[config.mk]
export PLATFORM = sky130hd
export DESIGN_NAME = noc_output_port_arbiter_flat
export DESIGN_NICKNAME = d
export VERILOG_FILES = /design/src/rtl/noc_output_port_arbiter_if.sv /design/src/rtl/noc_output_port_arbiter.sv /design/src/flat_wrapper.sv
export SDC_FILE = /design/constraint.sdc
export NUM_CORES = 1
export LEC_CHECK = 0
export BUFFER_PORTS_ARGS = -buffer_cell sky130_fd_sc_hd__buf_2
export CAP_MARGIN = 40
export CORE_MARGIN = 4
export CORE_UTILIZATION = 60
export CTS_BUF_LIST = sky130_fd_sc_hd__clkbuf_4 sky130_fd_sc_hd__clkbuf_8 sky130_fd_sc_hd__clkbuf_16
export DETAILED_ROUTE_END_ITERATION = 12
export GPL_TIMING_DRIVEN = 0
export PLACE_DENSITY_LB_ADDON = 0.12
export SLEW_MARGIN = 20
export SYNTH_ARGS = -nofsm -noshare
export SYNTH_HDL_FRONTEND = slang
export SYNTH_SLANG_ARGS = --single-unit
export TNS_END_PERCENT = 50
[constraint.sdc]
create_clock -name clk_noc -period 6.4 [get_ports clk_noc]
set_clock_uncertainty 0.2 [all_clocks]
set_input_delay 0.32 -clock clk_noc [delete_from_list [all_inputs] [get_ports clk_noc]]
set_output_delay 0.32 -clock clk_noc [all_outputs]
set_load 0.02 [all_outputs]
[src/rtl/noc_output_port_arbiter_if.sv]
// Handshake bundle between the router inputs and one output-port arbiter.
// master = router input side, slave = output-port arbiter.
interface noc_output_port_arbiter_if #(
   parameter int NUM_INPUTS   = 5,
   parameter int CREDIT_WIDTH = 3
);
   logic [NUM_INPUTS-1:0]   req;
   logic [NUM_INPUTS-1:0]   req_is_tail;
   logic [NUM_INPUTS-1:0]   turn_disable;
   logic                    credit_in;
   logic [NUM_INPUTS-1:0]   grant;
   logic                    send_out;
   logic [NUM_INPUTS-1:0]   pop;
   logic                    locked;
   logic [CREDIT_WIDTH-1:0] credit_count;
   logic                    credit_err;

   modport master (
      output req, req_is_tail, turn_disable, credit_in,
      input  grant, send_out, pop, locked, credit_count, credit_err
   );

   modport slave (
      input  req, req_is_tail, turn_disable, credit_in,
      output grant, send_out, pop, locked, credit_count, credit_err
   );
endinterface

[src/rtl/noc_output_port_arbiter.sv]
// Round-robin, wormhole-locking, credit-tracking arbiter for one NoC router output port.
// Optional sticky credit-overflow detection: define NOC_ARB_CREDIT_CHECK_EN.
module noc_output_port_arbiter #(
   parameter int NUM_INPUTS        = 5,
   parameter int FLIT_BUFFER_DEPTH = 4,
   parameter int CREDIT_WIDTH      = $clog2(FLIT_BUFFER_DEPTH + 1)
) (
   input  logic                       clk_noc,
   input  logic                       rst_n,
   noc_output_port_arbiter_if.slave   port_if
);

   localparam int PTR_W = (NUM_INPUTS > 1) ? $clog2(NUM_INPUTS) : 1;
   localparam logic [CREDIT_WIDTH-1:0] CREDIT_MAX = CREDIT_WIDTH'(FLIT_BUFFER_DEPTH);
   localparam logic [CREDIT_WIDTH-1:0] CREDIT_ONE = CREDIT_WIDTH'(1'b1);
   localparam logic [PTR_W-1:0]        LAST_IDX   = PTR_W'(NUM_INPUTS - 1);

   typedef enum logic [0:0] {
      ST_IDLE   = 1'b0,
      ST_LOCKED = 1'b1
   } state_t;

   state_t                  state_q,  state_d;
   logic [PTR_W-1:0]        owner_q,  owner_d;
   logic [PTR_W-1:0]        rr_ptr_q, rr_ptr_d;
   logic [CREDIT_WIDTH-1:0] credit_q, credit_d;

   logic [NUM_INPUTS-1:0]   eligible_s;
   logic                    pick_found_s;
   logic [PTR_W-1:0]        pick_idx_s;
   logic                    has_credit_s;
   logic [NUM_INPUTS-1:0]   grant_s;
   logic                    send_s;

   function automatic logic [PTR_W-1:0] ptr_inc(input logic [PTR_W-1:0] p);
      logic [PTR_W-1:0] r;
      if (p == LAST_IDX) begin
         r = {PTR_W{1'b0}};
      end else begin
         r = p + PTR_W'(1'b1);
      end
      return r;
   endfunction

   function automatic logic [NUM_INPUTS-1:0] onehot(input logic [PTR_W-1:0] idx);
      logic [NUM_INPUTS-1:0] oh;
      for (int i = 0; i < NUM_INPUTS; i++) begin
         oh[i] = (PTR_W'(i) == idx);
      end
      return oh;
   endfunction

   // First set bit of elig at or after start, wrapping; MSB of result is "found".
   function automatic logic [PTR_W:0] rr_pick(input logic [NUM_INPUTS-1:0] elig,
                                              input logic [PTR_W-1:0]      start);
      logic             found;
      logic [PTR_W-1:0] win;
      logic [PTR_W-1:0] idx;
      found = 1'b0;
      win   = {PTR_W{1'b0}};
      for (int k = 0; k < NUM_INPUTS; k++) begin
         idx = PTR_W'((int'(start) + k) % NUM_INPUTS);
         if (!found && elig[idx]) begin
            found = 1'b1;
            win   = idx;
         end else begin
            found = found;
         end
      end
      return {found, win};
   endfunction

   // Arbitration, lock tracking and send decision.
   always_comb begin
      eligible_s                 = port_if.req & ~port_if.turn_disable;
      {pick_found_s, pick_idx_s} = rr_pick(eligible_s, rr_ptr_q);
      has_credit_s               = (credit_q != {CREDIT_WIDTH{1'b0}});
      state_d                    = state_q;
      owner_d                    = owner_q;
      rr_ptr_d                   = rr_ptr_q;
      grant_s                    = {NUM_INPUTS{1'b0}};
      send_s                     = 1'b0;
      case (state_q)
         ST_IDLE: begin
            if (pick_found_s && has_credit_s) begin
               grant_s = onehot(pick_idx_s);
               send_s  = 1'b1;
               if (port_if.req_is_tail[pick_idx_s]) begin
                  rr_ptr_d = ptr_inc(pick_idx_s);
               end else begin
                  state_d = ST_LOCKED;
                  owner_d = pick_idx_s;
               end
            end else begin
               state_d = ST_IDLE;
            end
         end
         ST_LOCKED: begin
            // Owner keeps the crossbar through bubbles; turn_disable no longer applies.
            grant_s = onehot(owner_q);
            if (port_if.req[owner_q] && has_credit_s) begin
               send_s = 1'b1;
               if (port_if.req_is_tail[owner_q]) begin
                  state_d  = ST_IDLE;
                  rr_ptr_d = ptr_inc(owner_q);
               end else begin
                  state_d = ST_LOCKED;
               end
            end else begin
               state_d = ST_LOCKED;
            end
         end
         default: begin
            state_d = ST_IDLE;
         end
      endcase
   end

   // Downstream credit accounting, saturating at the buffer depth.
   always_comb begin
      credit_d = credit_q;
      case ({send_s, port_if.credit_in})
         2'b10: begin
            credit_d = credit_q - CREDIT_ONE;
         end
         2'b01: begin
            if (credit_q == CREDIT_MAX) begin
               credit_d = credit_q;
            end else begin
               credit_d = credit_q + CREDIT_ONE;
            end
         end
         default: begin
            credit_d = credit_q;
         end
      endcase
   end

   // State, owner, round-robin pointer and credit registers.
   always_ff @(posedge clk_noc or negedge rst_n) begin
      if (!rst_n) begin
         state_q  <= ST_IDLE;
         owner_q  <= {PTR_W{1'b0}};
         rr_ptr_q <= {PTR_W{1'b0}};
         credit_q <= CREDIT_MAX;
      end else begin
         state_q  <= state_d;
         owner_q  <= owner_d;
         rr_ptr_q <= rr_ptr_d;
         credit_q <= credit_d;
      end
   end

`ifdef NOC_ARB_CREDIT_CHECK_EN
   logic credit_err_q, credit_err_d;

   // A credit returned while already full means the downstream and we disagree.
   always_comb begin
      credit_err_d = credit_err_q |
                     (port_if.credit_in & (credit_q == CREDIT_MAX) & ~send_s);
   end

   // Sticky overflow flag, cleared only by reset.
   always_ff @(posedge clk_noc or negedge rst_n) begin
      if (!rst_n) begin
         credit_err_q <= 1'b0;
      end else begin
         credit_err_q <= credit_err_d;
      end
   end

   assign port_if.credit_err = credit_err_q;
`else
   assign port_if.credit_err = 1'b0;
`endif

   assign port_if.grant        = grant_s;
   assign port_if.send_out     = send_s;
   assign port_if.pop          = grant_s & {NUM_INPUTS{send_s}};
   assign port_if.locked       = (state_q == ST_LOCKED);
   assign port_if.credit_count = credit_q;

endmodule

[src/flat_wrapper.sv]
// flat-port wrapper written by rule: the top's interface ports become plain ports
module noc_output_port_arbiter_flat 
#(
   parameter int NUM_INPUTS        = 5,
   parameter int FLIT_BUFFER_DEPTH = 4,
   parameter int CREDIT_WIDTH      = $clog2(FLIT_BUFFER_DEPTH + 1)
)
  (clk_noc, rst_n, port_if_req, port_if_req_is_tail, port_if_turn_disable, port_if_credit_in, port_if_grant, port_if_send_out, port_if_pop, port_if_locked, port_if_credit_count, port_if_credit_err);
  noc_output_port_arbiter_if #(.NUM_INPUTS(NUM_INPUTS), .CREDIT_WIDTH(CREDIT_WIDTH)) port_if_i ();
  input  logic clk_noc;
  input  logic rst_n;
  input wire logic [$bits(port_if_i.req)-1:0] port_if_req;
  input wire logic [$bits(port_if_i.req_is_tail)-1:0] port_if_req_is_tail;
  input wire logic [$bits(port_if_i.turn_disable)-1:0] port_if_turn_disable;
  input wire logic [$bits(port_if_i.credit_in)-1:0] port_if_credit_in;
  output wire logic [$bits(port_if_i.grant)-1:0] port_if_grant;
  output wire logic [$bits(port_if_i.send_out)-1:0] port_if_send_out;
  output wire logic [$bits(port_if_i.pop)-1:0] port_if_pop;
  output wire logic [$bits(port_if_i.locked)-1:0] port_if_locked;
  output wire logic [$bits(port_if_i.credit_count)-1:0] port_if_credit_count;
  output wire logic [$bits(port_if_i.credit_err)-1:0] port_if_credit_err;
  assign port_if_i.req = port_if_req;
  assign port_if_i.req_is_tail = port_if_req_is_tail;
  assign port_if_i.turn_disable = port_if_turn_disable;
  assign port_if_i.credit_in = port_if_credit_in;
  assign port_if_grant = port_if_i.grant;
  assign port_if_send_out = port_if_i.send_out;
  assign port_if_pop = port_if_i.pop;
  assign port_if_locked = port_if_i.locked;
  assign port_if_credit_count = port_if_i.credit_count;
  assign port_if_credit_err = port_if_i.credit_err;
  noc_output_port_arbiter #(.NUM_INPUTS(NUM_INPUTS), .FLIT_BUFFER_DEPTH(FLIT_BUFFER_DEPTH), .CREDIT_WIDTH(CREDIT_WIDTH)) u_core (.clk_noc(clk_noc), .rst_n(rst_n), .port_if(port_if_i));
endmodule
* Word level (Yosys, flattened, before mapping) *
Cells that the tools add are included.

word-level totals
  input port bits = 18
  register bits = 10
  output and inout port bits = 16

operators by class
  add/sub/neg operators = 8
  divide/modulo/power cells = 5
  muxes and demuxes = 45
  equality and inequality tests = 18
  bitwise operators = 5
  $lt $le $gt $ge = 7
  reduce and logical (&&, ||, !) cells = 17

operators by type and width
  cell                   number
  $mod 32x4->32 const B  4
  $mux 3                 12
  $mod 4x4->32 const B   1
  $lt 3x4->1 const B     7
  $bmux 1 s3             8
  $mux 1                 19
  $eq 2x3->1 const A     4
  $pmux 3 s2             2
  $and 5x5->5            2
  $pmux 5 s2             1
  $add 3x1->3 const B    3
  $eq 3x3->1 const B     3
  $add 3x2->4 const B    2
  $eq 1x3->1 const A     2
  $eq 3x3->1 const A     2
  $logic_and 1x1->1      6
  $logic_not 3->1        2
  $ne 2x2->1 const B     3
  $mux 5                 1
  $not 5->5              1
  $add 3x1->4 const B    1
  $add 3x3->4 const B    1
  $logic_not 1->1        4
  $ne 2x1->1 const B     2
  other kinds (10)       12

* Depth between registers and ports, before layout *
Gate-level depths: netlist of the first run.

  depth in word-level cells = 23
  depth in mapped cells = 25

* Worst setup path after synthesis of the first run *
No wires, ideal clock.

  kind = register to output
  start = reg u_core.rr_ptr_q[0]
  end = out port_if_pop[3]
  setup slack = 0.035 ns
  cell stages (with the launch flop) = 26
  buffers on the path = 2
  required time = 5.880 ns
  arrival = 5.845 ns
  path through = dfrtp_1 > buf_2 > buf_2 > inv_1 > ha_1 > inv_1 > ha_1 > inv_2 > ha_1 > nor3_1 > nor3_1 > or2_1 > ha_1 > inv_1 > mux4_1 > a211oi_1 > a31oi_2 > o22ai_4 > mux2_4 > o221a_4 > inv_1 > ha_1 > ha_1 > inv_1 > o21ai_0 > nor2b_1

on the way
  cells in the longest elaborated chain, start to end = 20
  elaborated cells between the ends (all ways) = 44
  those cells by class = 4 x add/sub; 5 x div; 1 x eq/ne; 24 x mux; 1 x bitwise; 9 x reduce/logical

ends and longest elaborated chain
  element                                                 RTL line                        RTL
  start, declared                                         noc_output_port_arbiter.sv:25   logic [PTR_W-1:0] rr_ptr_q, rr_ptr_d;
  start signal, assigned                                  noc_output_port_arbiter.sv:144  rr_ptr_q <= {PTR_W{1'b0}};
  start signal, assigned                                  noc_output_port_arbiter.sv:149  rr_ptr_q <= rr_ptr_d;
  branches (longest 15 deep; another with $mod 32x4->32)  --
  $mux 3 (*)                                              noc_output_port_arbiter.sv:63   if (!found && elig[idx]) begin
  net u_core.pick_idx_s[1]                                noc_output_port_arbiter.sv:30   logic [PTR_W-1:0] pick_idx_s;
  $eq 2x3->1 (*)                                          noc_output_port_arbiter.sv:48   oh[i] = (PTR_W'(i) == idx);
  $mux 5 (*)                                              noc_output_port_arbiter.sv:85   if (pick_found_s && has_credit_s) begin
  $pmux 5 s2 (*)                                          noc_output_port_arbiter.sv:83   case (state_q)
  net port_if_grant[3]                                    flat_wrapper.sv:16              output wire logic [$bits(port_if_i.grant)-1:0] port_if_grant;
  $and 5x5->5 (*)                                         noc_output_port_arbiter.sv:179  assign port_if.pop = grant_s & {NUM_INPUTS{send_s}};
  end, declared                                           flat_wrapper.sv:18              output wire logic [$bits(port_if_i.pop)-1:0] port_if_pop;

Mark *: on every way through the listed nets, which the timed path passes. The select of a mux whose other input is x is not followed.

* Worst setup path in the final report of the first run *
  start = reg u_core.rr_ptr_q[0]
  end = out port_if_pop[0]

on the way
  cells in the longest elaborated chain, start to end = 20
  elaborated cells between the ends (all ways) = 44
  those cells by class = 4 x add/sub; 5 x div; 24 x mux; 1 x bitwise; 10 x reduce/logical

ends and longest elaborated chain
  element                                                 RTL line
  branches (longest 15 deep; another with $mod 32x4->32)  --
  $mux 3 (*)                                              noc_output_port_arbiter.sv:63
  net u_core.pick_idx_s[0]                                noc_output_port_arbiter.sv:30
  $logic_not 3->1 (*)                                     noc_output_port_arbiter.sv:48
  $mux 5 (*)                                              noc_output_port_arbiter.sv:85
  $pmux 5 s2 (*)                                          noc_output_port_arbiter.sv:83
  $and 5x5->5 (*)                                         noc_output_port_arbiter.sv:179

Marked as above.

==> reports/qor.yml, run 1 <==
clk_latency_ns: 0.24
leakage_nw: 1.394
core_mm2: 0.004384
period_minus_slack_ns: 6.087
num_rows: 24
power_density_mw_per_mm2: 91.10
cp.arrival_ns: 5.57
cp_data_required_time_ns: 5.88
yosys.area.top_type: "ha_1"
start_util: 0.6256
clock_path_buffers: 2
drv_slew: 0
cts.clk_slew.worst_paths_ns: 0.05
setup_viol: 0
ioPinCount: 34
drive_gt1_frac: 0.2831
drtAntennaViolNets: 0
finalPower_uw: 287.2
grt_antenna_before_repair: 0
async_flop_share: 1.000
fin_crit_sh: 0.9511
wl_um: 6905
grt_pass1_vias: 2386
timing.rr.start: "u_core.rr_ptr_q[0]"
drt_iter0_markers: 182
wl_per_cell_um: 16.06
hold_path_class: "input pin to asynchronous set/reset pin"
num-nets-final: 426
dominantRegCellSynth: "dfrtp_1"
avgSynthCellArea_um2: 8.236
max_freq_mhz: 164.3
drc: 0
place.gp.congestion: 0.9242
synth_seq_area_share: 0.09170
dp_cells: 417
port_buffers: 32
areaGrowthSynthToFinish_pct: 14.96
yosysTopAreaCellShare: 0.1277
vdd_drop_max_uv: 111.8
cts_max_level: 1
clock-sinks: 10
outcome: "complete, no violations"
hold_violations: 0
critPathMaxStageDelay_ns: 0.49
vias_per_cell: 6.291
tritoncts: "yes"
r2r_setup_slack_ns: 0.66
ys_top_cells_by_area: "ha_1, dfrtp_1, mux2i_1, nand2_1, o21ai_0"
final_cells: 430
reg2reg_to: "u_core.rr_ptr_q[0]"
cp_slowest_cell: "or4_1"
syn_nets: 380
synth.distinct_cells: 91
num_vias: 2705
critPathMaxFanout: 19
grt_pass1_wl_um: 10890
cp-start-kind: "flip-flop"
endpoint_kind: "output port"
drv_cap: 0
firstDrtPassIters: 4
die_h_um: 75.61
dp_hpwl_um: 5646
yosysWarnings: 0
slew-limit-headroom: 0.5958
tightest_slew_ns: 0.5985
grt_max_degree: 20
antenna_cells: 0
worst-path-buf-inv: 6
syn_area_mm2: 0.002743
ys_seq_elements: 10
clock-root-buffer: "clkbuf_8"
track_usage: 0.2407
grt.overflow.total: 0
fill_cells: 342
synth_edf_count: 0
cp_top_family: "compound AO/OA/AOI/OAI gates"
netlist_instances: 333
die_area_mm2: 0.005717
setup.worst_path.class: "flip-flop to output port"
r2r_cells: 24
die_w_um: 75.61
cts_inserted_buffers: 3
cp_cell_sequence: "buf_8 -> clkinvlp_4 -> ha_4 -> inv_1 -> ha_2 -> inv_2 -> ha_2 -> nor3_2 -> o21a_1 -> or2_1 -> ha_1 -> nand2b_1 -> a221oi_4 -> a211oi_2 -> a31oi_2 -> nor2_1 -> or4_1 -> a211oi_2 -> o2bb2ai_4 -> inv_1 -> ha_1 -> a22o_1 -> and2_1 -> buf_2"
-- layout make-up --
class	count	area, um^2	share of cell area
multi-input combinational	289	2380	0.7548
clock buffer	4	55.05	0.01746
inverter	24	96.34	0.03056
timing repair buffer	42	237.7	0.07540
tap	52	65.06	0.02063
buffer	9	66.31	0.02103
sequential	10	252.7	0.08016
-- synthesized netlist by cell type, types with 4 or more instances --
master / n
nand2_1: 29
ha_1: 28
inv_1: 22
nor2_1: 21
o21ai_0: 19
a21oi_1: 15
mux2i_1: 14
nand2b_1: 13
dfrtp_1: 9
nor3_1: 9
nand3_1: 8
nor2b_1: 7
o21a_1: 7
a211oi_1: 5
a21o_1: 5
a31oi_1: 5
xnor2_1: 5
a211oi_2: 4
and2_1: 4
buf_2: 4
-- sequential cells by signal, summed over array words and instances, names as in the netlist --
register and cells:
u_core.port_if.credit_count 3, u_core.owner_q 3, u_core.rr_ptr_q 3, u_core.port_if.locked 1
-- kinds of logic after synthesis --
kind of cell               Yosys count  share of synthesized area
xor gates and xnor gates             8                    0.02829
other                                1                   0.001367
muxes                               22                     0.1031
and+or+nand+nor                    119                     0.2441
DFF                                 10                    0.09170
buffers and inverters               34                    0.05520
AOI/OAI and AO/OA                  110                     0.3413
adders and majority gates           29                     0.1350
-- placed cells by master (no fill, tap or decap), types with 3 or more instances in the layout --
cell type and n:
a211oi_1 4, nand4_1 3, buf_4 12, a211oi_2 5, a21oi_1 15, mux2i_1 14, o21ai_0 18, nand2_1 29
a22o_1 3, nand2b_1 13, a21o_1 5, nor2b_1 7, inv_1 21, clkbuf_8 4, nor2_1 21, nand3_1 8
nor3_1 8, dfrtp_1 8, a21boi_1 3, xnor2_1 5, buf_2 34, and2_1 4, mux2_2 3, ha_1 25
a31oi_1 5, o21a_1 7
-- per-layer routing --
layer | vias to the layer above | wire, um | track usage
met5 | - | 0 | 0
met4 | 0 | 47 | 0.03301
met3 | 9 | 521 | 0.03166
met2 | 103 | 3107 | 0.3854
met1 | 1252 | 3228 | 0.3534
li1 | 1341 | - | -
-- power by group --
group / internal [mW] / switching (mW) / total, mW
clock: 0.0541 / 0.0251 / 0.0792
combinational: 0.0513 / 0.0658 / 0.117
sequential: 0.0751 / 0.0160 / 0.0910
total: 0.180 / 0.107 / 0.287
-- metrics by stage --
stage                     hold slack (ns)  instance area (um^2)   TNS (ns)  utilization  worst slack, ns
after floorplan                   -0.1756                  2743          0            -          0.03549
after global placement           -0.01183                  2968    -0.1083       0.6769         -0.08376
after detailed placement        -0.009973                  2968    -0.5880       0.6769          -0.1469
after CTS                          0.2593                  3043          0       0.6941          0.02378
after global routing               0.2730                  3153  -0.007222       0.7192        -0.007222
final                              0.2626                  3153          0       0.7192           0.3128
-- worst reg2reg max path: stages (launching register included) --
cell        delay (ns)
dfrtp_2           0.42
buf_8             0.19
clkinvlp_4        0.17
ha_4              0.22
inv_1             0.11
ha_2              0.33
inv_2             0.14
ha_2              0.23
nor3_2            0.06
o21a_1            0.20
or2_1             0.29
ha_1              0.21
nand2b_1          0.19
a221oi_4          0.29
a211oi_2          0.11
a31oi_2           0.25
nor2_1            0.11
or4_1             0.49
a211oi_2          0.32
o2bb2ai_4         0.18
inv_1             0.10
ha_1              0.21
nor2b_1           0.16
o32a_2            0.34
mux2i_1           0.15
-- what timing repair did --
item,in CTS,in global routing
setup endpoints to repair,11,11
hold endpoints to repair,10,0
pin swaps,0,3
setup buffers,0,9
gates resized for setup,5,9
hold buffers,1,0
-- worst max-delay path by stage --
stage | endpoint | slack [ns] | cells past startpoint | startpoint
4_1_cts | port_if_pop[3] | 0.02 | 25 | u_core.rr_ptr_q[0]
5_1_grt | port_if_pop[0] | -0.007 | 24 | u_core.rr_ptr_q[0]
3_3_place_gp | port_if_pop[3] | -0.08 | 26 | u_core.rr_ptr_q[0]
3_5_place_dp | port_if_pop[3] | -0.15 | 26 | u_core.rr_ptr_q[0]
6_report | port_if_pop[0] | 0.31 | 24 | u_core.rr_ptr_q[0]
2_1_floorplan | port_if_pop[3] | 0.04 | 25 | u_core.rr_ptr_q[0]
No activity file was read; power rests on OpenSTA's default activity.
==> run 2, diff against run 1 <==
--- a/config.mk
+++ b/config.mk
@@ -7,12 +7,14 @@
 export LEC_CHECK = 0
 export BUFFER_PORTS_ARGS = -buffer_cell sky130_fd_sc_hd__buf_2
 export CAP_MARGIN = 40
+export CELL_PAD_IN_SITES_DETAIL_PLACEMENT = 0
+export CELL_PAD_IN_SITES_GLOBAL_PLACEMENT = 1
 export CORE_MARGIN = 4
-export CORE_UTILIZATION = 60
+export CORE_UTILIZATION = 45
 export CTS_BUF_LIST = sky130_fd_sc_hd__clkbuf_4 sky130_fd_sc_hd__clkbuf_8 sky130_fd_sc_hd__clkbuf_16
 export DETAILED_ROUTE_END_ITERATION = 12
 export GPL_TIMING_DRIVEN = 0
-export PLACE_DENSITY_LB_ADDON = 0.12
+export PLACE_DENSITY_LB_ADDON = 0.1
 export SLEW_MARGIN = 20
 export SYNTH_ARGS = -nofsm -noshare
 export SYNTH_HDL_FRONTEND = slang
==> reports/qor.yml, run 2 (same netlist as run 1, synthesis figures left out) <==
outcome: "complete, no violations"  # unchanged
period_minus_slack_ns: 6.118  # was 6.087 ns
clock-sinks: 10  # unchanged
switching_share: 0.3829  # was 0.3719
drv_cap: 0  # unchanged
cp_top_family: "compound AO/OA/AOI/OAI gates"  # unchanged
clock_path_buffers: 2  # unchanged
slew-limit-headroom: 0.5056  # was 0.5958
timing.rr.start: "u_core.rr_ptr_q[0]"  # unchanged
cp_data_required_time_ns: 5.88  # about the same
die_h_um: 86.07  # was 75.61 um
start_util: 0.4632  # was 0.6256
vias_per_cell: 5.971  # was 6.291
vdd_drop_max_uv: 135.9  # was 111.8 uV
cp.arrival_ns: 5.60  # was 5.57 ns
r2r_setup_slack_ns: 0.71  # was 0.66 ns
cp_slowest_cell: "or4_4"  # was or4_1
core_mm2: 0.005921  # was 0.004384 mm^2
tightest_slew_ns: 0.7321  # was 0.5985 ns
tritoncts: "yes"  # unchanged
ioPinCount: 34  # unchanged
track_usage: 0.1995  # was 0.2407
hold_violations: 0  # unchanged
finalPower_uw: 285.8  # was 287.2 uW
p_int_uw: 176.4  # was 180.4 uW
endpoint_kind: "output port"  # unchanged
p_comb_frac: 0.420  # was 0.408
final_cell_mix: "buf_2, nand2_1, ha_1"  # unchanged
path_depth: 26  # was 24
drive_gt1_frac: 0.2944  # was 0.2831
hold_path_class: "input pin to flip-flop"  # was input pin to asynchronous set/reset pin
firstDrtPassIters: 4  # unchanged
num_rows: 28  # was 24
critPathMaxStageDelay_ns: 0.51  # was 0.49 ns
fill_cells: 563  # was 342
num-nets-final: 425  # was 426
num_vias: 2699  # was 2705
holdCritStartpoint: "port_if_credit_in"
clock-root-buffer: "clkbuf_8"  # unchanged
drt_iter0_markers: 106  # was 182
leakage_nw: 1.400  # was 1.394 nW
setup_tns_ns: 0  # unchanged
areaGrowthSynthToFinish_pct: 16.93  # was 14.96%
place.gp.congestion: 0.8610  # was 0.9242
worst-path-buf-inv: 7  # was 6
cts.clk_slew.worst_paths_ns: 0.06  # was 0.05 ns
final_core_util: 0.5416  # was 0.7192
clk_latency_ns: 0.24  # about the same
die_w_um: 86.07  # was 75.61 um
startpoint: "u_core.rr_ptr_q[0]"  # unchanged
drc: 0  # unchanged
max_freq_mhz: 163.5  # was 164.3 MHz
drv_slew: 0  # unchanged
grt_pass1_vias: 2397  # was 2386
dp_hpwl_um: 6037  # was 5646 um
power_density_mw_per_mm2: 89.12  # was 91.10 mW/mm^2
setup.worst_path.class: "flip-flop to output port"  # unchanged
cp_common_cell: "ha_1"
cts_inserted_buffers: 3  # unchanged
fin_crit_sh: 0.9559  # was 0.9511
cts_max_level: 1  # unchanged
cp-start-kind: "flip-flop"  # unchanged
switchingPower_uw: 109.4  # was 106.8 uW
wl_um: 7493  # was 6905 um
die_area_mm2: 0.007408  # was 0.005717 mm^2
r2r_cells: 25  # was 24
setup_viol: 0  # unchanged
reg2reg_to: "u_core.rr_ptr_q[0]"  # unchanged
grt_pass1_wl_um: 12090  # was 10890 um
final_common_cell: "buf_2"  # unchanged
p_clk_frac: 0.262  # was 0.276
rsz0062_at_grt: "no"
grt_antenna_before_repair: 0  # unchanged
critical_path.endpoint: "port_if_pop[3]"  # was port_if_pop[0]
critPathMaxFanout: 10  # was 19
port_buffers: 32  # unchanged
grt.overflow.total: 0  # unchanged
pwr-share-seq: 0.318  # was 0.317
wl_per_cell_um: 16.58  # was 16.06 um
grt_max_degree: 12  # was 20
antenna_cells: 0  # unchanged
drtAntennaViolNets: 0  # unchanged
## run 2: through the flow
step / instance area [um^2] / setup slack (ns) / hold slack, ns / instances
after detailed placement: 2997 / -0.3459 / 0.0004322 / 440
after global routing: 3207 / 0.02046 / 0.2795 / 452
after floorplan: 2743 / 0.03549 / -0.1756 / 333
after global placement: 2997 / -0.3942 / 0.0009057 / 440
final: 3207 / 0.2819 / 0.2398 / 452
after CTS: 3109 / 0.007419 / 0.2432 / 446
## run 2: what timing repair did
item / 4_1_cts / 5_1_grt
resized for setup: 10 / 15
endpoints found under the hold margin: 10 / 0
setup buffers: 1 / 6
hold buffers: 1 / 0
pin swaps: 0 / 4
endpoints found under the setup margin: 15 / 9
## run 2: how the worst min path moves through the flow
stage | to | slack (ns) | cells past startpoint
after global routing | u_core.port_if.credit_count[0] | 0.28 | 4
final | u_core.port_if.credit_count[0] | 0.24 | 4
after detailed placement | u_core.port_if.credit_count[0] | 0.0004 | 1
after floorplan | u_core.owner_q[0] | -0.18 | 0
after CTS | u_core.port_if.credit_count[0] | 0.24 | 4
after global placement | u_core.port_if.credit_count[0] | 0.0009 | 1
## run 2: metal layers
layer  track usage  part of all wire
met2        0.3181              0.46
met5             0                 0
met1        0.2956              0.50
met3       0.01537             0.025
met4       0.03453             0.014
## run 2: worst register-to-register path, delay by kind of cell (launching register included)
kind | cells | cell delay (ns)
buffers and inverters | 6 | 0.81
multiplexers | 1 | 0.12
AO/OA/AOI/OAI | 7 | 1.71
adder cells (fa/ha/maj) | 5 | 1.08
flip-flops | 1 | 0.38
AND/OR/NAND/NOR | 6 | 1.31
## run 2: power by group through the flow
stage               Combinational [mW]  Sequential [mW]  Clock, mW
detailed placement               0.114           0.0921          0
floorplan                       0.0697            0.101          0
CTS                              0.116           0.0912     0.0759
finish                           0.120           0.0907     0.0750
global placement                 0.113           0.0923          0
global route                     0.133           0.0940     0.0787
## run 2: cell type report
cell class | instances | area, um^2 | share of cell area
clock buffers | 4 | 48.80 | 0.01522
inverters | 24 | 98.84 | 0.03082
flip-flops and latches | 10 | 254.0 | 0.07920
well taps | 75 | 93.84 | 0.02926
repair buffers | 40 | 222.7 | 0.06945
multi-input cells | 289 | 2411 | 0.7519
plain buffers | 10 | 77.57 | 0.02419
==> run 3, diff against run 2 <==
--- a/config.mk
+++ b/config.mk
@@ -7,14 +7,12 @@
 export LEC_CHECK = 0
 export BUFFER_PORTS_ARGS = -buffer_cell sky130_fd_sc_hd__buf_2
 export CAP_MARGIN = 40
-export CELL_PAD_IN_SITES_DETAIL_PLACEMENT = 0
-export CELL_PAD_IN_SITES_GLOBAL_PLACEMENT = 1
 export CORE_MARGIN = 4
-export CORE_UTILIZATION = 45
+export CORE_UTILIZATION = 60
 export CTS_BUF_LIST = sky130_fd_sc_hd__clkbuf_4 sky130_fd_sc_hd__clkbuf_8 sky130_fd_sc_hd__clkbuf_16
 export DETAILED_ROUTE_END_ITERATION = 12
 export GPL_TIMING_DRIVEN = 0
-export PLACE_DENSITY_LB_ADDON = 0.1
+export PLACE_DENSITY = 0.82
 export SLEW_MARGIN = 20
 export SYNTH_ARGS = -nofsm -noshare
 export SYNTH_HDL_FRONTEND = slang
==> reports/qor.yml, run 3 (same netlist as run 1, synthesis figures left out) <==
period_minus_slack_ns: 6.083  # was 6.118 ns
drt_iter0_markers: 190  # was 106
ioPinCount: 34  # unchanged
hold_path_class: "input pin to flip-flop"  # unchanged
p_clk_frac: 0.281  # was 0.262
port_buffers: 32  # unchanged
track_usage: 0.2454  # was 0.1995
drive_gt1_frac: 0.2688  # was 0.2944
switching_share: 0.3803  # was 0.3829
hold_ws_ns: 0.2480  # was 0.2398 ns
final_cell_mix: "buf_2, nand2_1, ha_1"  # unchanged
place.gp.congestion: 0.9627  # was 0.8610
outcome: "complete, no violations"  # unchanged
cts_max_level: 1  # unchanged
start_util: 0.6256  # was 0.4632
dp_cells: 417  # was 440
tritoncts: "yes"  # unchanged
drv_cap: 0  # unchanged
final_core_util: 0.7106  # was 0.5416
drv_slew: 0  # unchanged
p_int_uw: 178.8  # was 176.4 uW
postPlaceCellArea_mm2: 0.002968  # was 0.002997 mm^2
p_comb_frac: 0.397  # was 0.420
pwr-share-seq: 0.322  # was 0.318
clock-sinks: 10  # unchanged
cts.clk_slew.worst_paths_ns: 0.05  # was 0.06 ns
final_cells: 424  # was 452
clock-root-buffer: "clkbuf_8"  # unchanged
cp-start-kind: "flip-flop"  # unchanged
cp_data_required_time_ns: 5.88  # about the same
num_rows: 24  # was 28
grt_max_degree: 20  # was 12
num_vias: 2718  # was 2699
clock_path_buffers: 2  # unchanged
clk_latency_ns: 0.24  # about the same
drc: 0  # unchanged
firstDrtPassIters: 5  # was 4
slew-limit-headroom: 0.5258  # was 0.5056
max_freq_mhz: 164.4  # was 163.5 MHz
die_h_um: 75.61  # was 86.07 um
wl_per_cell_um: 16.80  # was 16.58 um
die_area_mm2: 0.005717  # was 0.007408 mm^2
power_density_mw_per_mm2: 92.61  # was 89.12 mW/mm^2
setup_viol: 0  # unchanged
finalPower_uw: 288.5  # was 285.8 uW
grt_antenna_before_repair: 0  # unchanged
wl_um: 7125  # was 7493 um
finalInstanceArea_mm2: 0.003115  # was 0.003207 mm^2
leakage_nw: 1.379  # was 1.400 nW
grt.overflow.total: 0  # unchanged
core_mm2: 0.004384  # was 0.005921 mm^2
switchingPower_uw: 109.7  # was 109.4 uW
critPathMaxFanout: 19  # was 10
tightest_slew_ns: 0.7021  # was 0.7321 ns
drtAntennaViolNets: 0  # unchanged
fin_crit_sh: 0.9504  # was 0.9559
num-nets-final: 420  # was 425
rsz0062_at_grt: "no"  # unchanged
vdd_drop_max_uv: 74.46  # was 135.9 uV
hold_violations: 0  # unchanged
grt_pass1_wl_um: 11000  # was 12090 um
final_common_cell: "buf_2"  # unchanged
grt_pass1_vias: 2351  # was 2397
cts_inserted_buffers: 3  # unchanged
setup.worst_path.class: "flip-flop to output port"  # unchanged
die_w_um: 75.61  # was 86.07 um
endpoint_kind: "output port"  # unchanged
cp.arrival_ns: 5.56  # was 5.60 ns
dp_hpwl_um: 5583  # was 6037 um
areaGrowthSynthToFinish_pct: 13.59  # was 16.93%
vias_per_cell: 6.410  # was 5.971
antenna_cells: 0  # unchanged
[run 3: final cells by class]
| class | instances | area, um^2 |
|---|---|---|
| buffer | 9 | 62.56 |
| clock buffer | 4 | 55.05 |
| fill | 355 | 1269 |
| inverter | 24 | 92.59 |
| multi-input combinational | 289 | 2394 |
| sequential | 10 | 254.0 |
| tap | 52 | 65.06 |
| timing repair buffer | 36 | 192.7 |
[run 3: final timing paths]
kind	start	endpoint	slack [ns]	cells past startpoint
max in group asynchronous	rst_n	u_core.port_if.credit_count[2]	5.44	2
max	u_core.rr_ptr_q[0]	port_if_pop[2]	0.32	24
min in group asynchronous	rst_n	u_core.port_if.locked	0.29	2
min reg2reg	u_core.port_if.credit_count[2]	u_core.port_if.credit_count[2]	0.40	1
min	port_if_credit_in	u_core.port_if.credit_count[0]	0.25	4
max reg2reg	u_core.rr_ptr_q[0]	u_core.rr_ptr_q[0]	0.66	24
[run 3: through the flow]
step / setup slack (ns) / TNS, ns
finish: 0.3173 / 0
global route: 0.02754 / 0
CTS: 0.04907 / 0
detailed placement: -0.1601 / -0.4833
global placement: -0.1024 / -0.1024
floorplan: 0.03549 / 0
[run 3: timing repair]
item | CTS | global route
gates resized for setup | 6 | 8
setup buffers | 0 | 3
endpoints found under the hold margin | 10 | 0
hold buffers | 1 | 0
endpoints found under the setup margin | 11 | 9
[run 3: power by group through the flow]
stage | registers [mW] | clock network (mW) | logic (mW)
after global placement | 0.0930 | 0 | 0.109
after detailed placement | 0.0937 | 0 | 0.113
after CTS | 0.0927 | 0.0823 | 0.114
after floorplan | 0.101 | 0 | 0.0697
final | 0.0930 | 0.0810 | 0.115
after global routing | 0.0948 | 0.0842 | 0.128
[run 3: worst max-delay path, cell delays in order (launching register included)]
cell,delay [ns]
dfrtp_2,0.43
buf_6,0.18
inv_1,0.18
ha_4,0.20
inv_1,0.10
ha_4,0.33
inv_2,0.08
ha_1,0.24
nor3_4,0.16
nor3_1,0.09
or2_1,0.29
ha_1,0.21
nand2b_1,0.19
a221oi_4,0.33
a211oi_2,0.12
a31oi_2,0.23
nor2_1,0.11
or4_1,0.49
a211oi_2,0.27
o2bb2ai_4,0.21
inv_1,0.13
ha_1,0.20
a22o_1,0.22
and2_1,0.17
buf_2,0.16
[run 3: metal layers]
layer / up-vias / track usage / share of wire
li1: 1327 / - / -
met5: - / 0 / 0
met4: 0 / 0.02330 / 0.0058
met2: 103 / 0.3931 / 0.47
met3: 7 / 0.05805 / 0.081
met1: 1281 / 0.3485 / 0.44
